==> src/rtl/gate_sweep_ctrl.sv <==
// Exhaustive self-check sequencer for a small combinational gate: sweeps all input
// vectors, holds each HOLD_CYCLES cycles, samples and compares against EXPECTED.
// Optional macro SWEEP_STOP_ON_FAIL_EN: end the sweep at the first mismatch.
module gate_sweep_ctrl #(
    parameter int                     N_IN        = 2,
    parameter int                     HOLD_CYCLES = 4,
    parameter logic [(2**N_IN)-1:0]   EXPECTED    = 4'b0111
) (
    input  logic              clk,
    input  logic              rst_n,
    input  logic              start,
    input  logic              abort,
    input  logic              dut_out,
    output logic [N_IN-1:0]   dut_in,
    output logic              busy,
    output logic              done,
    output logic              pass,
    output logic [N_IN:0]     err_count,
    output logic              fail_valid,
    output logic [N_IN-1:0]   fail_vec
);

    localparam int N_VEC = 2**N_IN;
    localparam int HC_W  = (HOLD_CYCLES > 1) ? $clog2(HOLD_CYCLES) : 1;
    localparam logic [HC_W-1:0] HOLD_LAST = HC_W'(HOLD_CYCLES - 1);
    localparam logic [N_IN-1:0] VEC_LAST  = N_IN'(N_VEC - 1);

    typedef enum logic [1:0] {
        S_IDLE,
        S_DRIVE,
        S_DONE
    } state_t;

    state_t            state_q, state_d;
    logic [N_IN-1:0]   vec_q, vec_d;
    logic [HC_W-1:0]   hold_q, hold_d;
    logic [N_IN:0]     err_count_q, err_count_d;
    logic              fail_valid_q, fail_valid_d;
    logic [N_IN-1:0]   fail_vec_q, fail_vec_d;
    logic              pass_q, pass_d;
    logic              mismatch;
    logic              stop;

    always_comb begin
        // NOTE: every signal gets its hold value first so no path leaves it unassigned (no latches).
        state_d      = state_q;
        vec_d        = vec_q;
        hold_d       = hold_q;
        err_count_d  = err_count_q;
        fail_valid_d = fail_valid_q;
        fail_vec_d   = fail_vec_q;
        pass_d       = pass_q;
        mismatch     = (dut_out != EXPECTED[vec_q]);
        stop         = 1'b0;

        unique case (state_q)
            S_IDLE: begin
                if (start) begin
                    state_d      = S_DRIVE;
                    vec_d        = '0;
                    hold_d       = '0;
                    err_count_d  = '0;
                    fail_valid_d = 1'b0;
                    fail_vec_d   = '0;
                    pass_d       = 1'b0;
                end
            end

            S_DRIVE: begin
                if (abort) begin
                    // Abort beats a coinciding sample; partial results are kept.
                    state_d = S_IDLE;
                    vec_d   = '0;
                    hold_d  = '0;
                end else if (hold_q == HOLD_LAST) begin
                    if (mismatch) begin
                        err_count_d = err_count_q + (N_IN+1)'(1);
                        if (!fail_valid_q) begin
                            fail_valid_d = 1'b1;
                            fail_vec_d   = vec_q;
                        end
                    end
`ifdef SWEEP_STOP_ON_FAIL_EN
                    stop = (vec_q == VEC_LAST) || mismatch;
`else
                    stop = (vec_q == VEC_LAST);
`endif
                    hold_d = '0;
                    if (stop) begin
                        state_d = S_DONE;
                        vec_d   = '0;
                        pass_d  = (err_count_d == '0);
                    end else begin
                        vec_d = vec_q + N_IN'(1);
                    end
                end else begin
                    hold_d = hold_q + HC_W'(1);
                end
            end

            S_DONE: begin
                state_d = S_IDLE;
            end

            default: begin
                state_d = S_IDLE;
            end
        endcase
    end

    // NOTE: sequential state uses non-blocking assignments so all flops update together.
    always_ff @(posedge clk or negedge rst_n) begin
        if (!rst_n) begin
            state_q      <= S_IDLE;
            vec_q        <= '0;
            hold_q       <= '0;
            err_count_q  <= '0;
            fail_valid_q <= 1'b0;
            fail_vec_q   <= '0;
            pass_q       <= 1'b0;
        end else begin
            state_q      <= state_d;
            vec_q        <= vec_d;
            hold_q       <= hold_d;
            err_count_q  <= err_count_d;
            fail_valid_q <= fail_valid_d;
            fail_vec_q   <= fail_vec_d;
            pass_q       <= pass_d;
        end
    end

    assign busy       = (state_q == S_DRIVE);
    assign done       = (state_q == S_DONE);
    assign dut_in     = busy ? vec_q : '0;
    assign pass       = pass_q;
    assign err_count  = err_count_q;
    assign fail_valid = fail_valid_q;
    assign fail_vec   = fail_vec_q;

endmodule

==> config.mk <==
export PLATFORM = sky130hd
export DESIGN_NAME = gate_sweep_ctrl
export DESIGN_NICKNAME = d
export VERILOG_FILES = /design/src/rtl/gate_sweep_ctrl.sv
export SDC_FILE = /design/constraint.sdc
export NUM_CORES = 1
export LEC_CHECK = 0
export ABC_AREA = 1
export CAP_MARGIN = 25
export CORE_MARGIN = 3
export CORE_UTILIZATION = 45
export DETAILED_ROUTE_END_ITERATION = 8
export HOLD_SLACK_MARGIN = 0.05
export PLACE_DENSITY = 0.72
export SYNTH_ARGS = -nofsm -noshare
export SYNTH_HDL_FRONTEND = slang
export SYNTH_SLANG_ARGS = --single-unit
==> constraint.sdc <==
create_clock -name clk -period 1.7 [get_ports clk]
set_input_delay 0.34 -clock clk [delete_from_list [all_inputs] [get_ports clk]]
set_output_delay 0.34 -clock clk [all_outputs]
set_load 0.02 [all_outputs]
==> impl_metrics.tcl <==
set metrics [dict create \
    io_pins 16 \
    cp_top_family "buffers and inverters" \
    required_ps 1360 \
    drv_cap 0 \
    cp_max_fo 4 \
    postRouteAntennaNets 0 \
    hpwl_um 1370 \
    worstSkewPairLatency_ps 280 \
    arrival_ps 1290 \
    cts_hold_buf 0 \
    slew_viol_final 0 \
    ys_types 18 \
    routedWlPerCell_um 12.0 \
    netlist_instances 105 \
    status "finished clean" \
    io_buffers 15 \
    tightest_slew_ps 283 \
    synth_xor_area_share_pct 0 \
    max_freq_mhz 615 \
    setup_tns_ps 0 \
    worst_path_max_delay_cell "dfrtp_1" \
    endpoint_kind "output pin" \
    final_util_pct 63.0 \
    grt_util_all_layers_pct 18.4 \
    dpl_cell_area_um2 955 \
    mappedNetlistNets 113 \
    vias 728 \
    synth_top_family_by_area "simple AND/OR/NAND/NOR gates" \
    fp.dieH_um 47.2 \
    maxSlewHeadroom_pct 81.0 \
    grt_pass1_wl_um 2750 \
    antenna_found_initial 0 \
    place_ws_ps 48.1 \
    final_cell_area_um2 971 \
    core_area_mm2 0.00154 \
    drtIter0Drc 11 \
    first_global_vias 653 \
    layout-drive-gt1-share_pct 15.0 \
    fin_ws_ps 74.7 \
    post_cts_buffers 0 \
    drc 0 \
    synth_adder_area_share_pct 4.93 \
    cts_buffer_depth 2 \
    nets 136 \
    antennaDiodeCount 0 \
    finClkSkew_ps 2.49 \
    dieArea_mm2 0.00222 \
    synth_seq_cells 13 \
    min_path_type "input port to async pin" \
    grt-ovfl-total 0 \
    startpoint "state_q[1]" \
    start_util_pct 49.4 \
    die_w_um 47.2 \
    routed_wl_um 1710 \
    hold_viol 0 \
    setup_violations 0 \
    yosys.area_share.simple_pct 30.9 \
    path_cells "buf_4 -> nor2_4 -> dlygate4sd2_1" \
    synth_area_um2 762 \
    numCtsBuffers 3 \
    muxShareOfSynthArea_pct 0 \
    path_buf_inv 2 \
    synth_compound_area_share_pct 12.6 \
    critPathKind "flip-flop to output pin" \
    ys.warnings.count 0 \
    clkTransAtPathRegs_ps 80 \
    synth.avg_cell_area_um2 7.26 \
    final.min_clock_period_ps 1630 \
    grt_start_max_net_pins 14 \
    place_congestion 0.946 \
    post-route-period-util_pct 95.6 \
    area_growth_pct 27.4 \
    leakage_uw 0.000527 \
    firstDrtPassIters 4 \
    row_count 14 \
    r2r_start "vec_q[0]" \
    vdd_drop_max_mv 0.515 \
    vias_per_cell 5.09 \
    cts-root-buf "clkbuf_4" \
    rsz0062_at_grt "false" \
    cts_tree "done" \
    numClockSinks 13 \
    p_per_area_mw_per_mm2 1090 \
    yosysSeqAreaShare_pct 42.7 \
    startpoint_type "flip-flop" \
    hold_slack_ps 361 \
    cts_htree_levels 1 \
    max_stage_delay_ps 390 \
]
sequential cells by signal, indices dropped and copies added (netlist names):
register,flops
vec_q,2
err_count,3
hold_q,2
pass,1
fail_vec,2
fail_valid,1
state_q,2
cell families (layout without fill, tap and decap cells):
family | count (synthesis) | after routing
buf+inv | 18 | 40
compound gates | 15 | 15
flops | 13 | 13
fa+ha+maj | 3 | 3
simple gates | 56 | 56
cells in the final DEF (no fill, tap or decap):
cell | netlist | layout
a21oi_2 | 1 | 1
inv_1 | 15 | 15
ha_1 | 3 | 3
clkdlybuf4s50_1 | 0 | 10
a22o_1 | 1 | 1
nor2_1 | 8 | 8
nor2_4 | 1 | 1
nand2_2 | 3 | 3
dfrtp_1 | 13 | 13
dlygate4sd2_1 | 0 | 2
o21ai_2 | 2 | 2
clkbuf_1 | 0 | 1
nor2_2 | 1 | 1
nand3_1 | 6 | 6
nand2_1 | 37 | 37
dlymetal6s2s_1 | 0 | 1
o21ai_0 | 2 | 2
buf_4 | 0 | 3
inv_2 | 3 | 3
o21ai_1 | 2 | 2
o31ai_1 | 1 | 1
o22ai_1 | 3 | 3
a21oi_1 | 3 | 3
clkbuf_4 | 0 | 3
clkbuf_2 | 0 | 2
repair_timing:
action | in CTS | in global routing
endpoints found under the hold margin | 0 | 0
endpoints found under the setup margin | 4 | 3
gates resized for setup | 4 | 5
metal layers:
layer / vias to the layer above / part of all wire [%] / global-route usage, %
met1: 325 / 45 / 21.6
met2: 24 / 46 / 29.5
li1: 374 / - / -
met3: 5 / 6.0 / 3.83
met4: 0 / 2.9 / 13.3
met5: - / 0 / 0
worst register-to-register path, delay by kind of cell, from the launching register on:
kind,cells,cell delay [ps]
adder cells (fa/ha/maj),1,280
AND/OR/NAND/NOR,7,530
flip-flops,1,420
buffers and inverters,2,140
where the power goes:
| group | switching, uW | total, uW | internal [uW] |
|---|---|---|---|
| Sequential | 45.4 | 407 | 361 |
| Combinational | 278 | 456 | 178 |
| Clock | 103 | 194 | 91.2 |
path summary, 6_finish.rpt:
| path | to | slack [ps] | cells after the start |
|---|---|---|---|
| worst max-delay path | busy | 70 | 3 |
| worst min register to register | hold_q[0] | 500 | 1 |
| max in group asynchronous | fail_vec[1] | 1180 | 2 |
| worst max register to register | pass | 270 | 10 |
| min in group clk | hold_q[0] | 500 | 1 |
| worst min-delay path | err_count[1] | 360 | 2 |
cells in the mapped netlist:
cell type / n / area (um^2)
nand2_1: 37 / 139
inv_1: 15 / 56.3
dfrtp_1: 13 / 325
nor2_1: 8 / 30.0
nand3_1: 6 / 30.0
a21oi_1: 3 / 15.0
ha_1: 3 / 37.5
inv_2: 3 / 11.3
nand2_2: 3 / 18.8
o22ai_1: 3 / 18.8
o21ai_0: 2 / 10.0
o21ai_1: 2 / 10.0
o21ai_2: 2 / 17.5
a21oi_2: 1 / 8.76
a22o_1: 1 / 8.76
nor2_2: 1 / 6.26
nor2_4: 1 / 11.3
o31ai_1: 1 / 7.51
area by class of cell:
cell class | instances | area (um^2)
fill | 150 | 571
multi-input combinational | 74 | 369
sequential | 13 | 325
timing repair buffer | 18 | 163
inverter | 18 | 67.6
clock buffer | 4 | 26.3
tap | 16 | 20.0
stage by stage:
step                total power, uW  cells
global route                   1150    143
global placement                874    139
finish                         1060    143
floorplan                       704    105
CTS                            1070    143
detailed placement              879    139
Note: power is estimated with default switching activity, not from simulation.
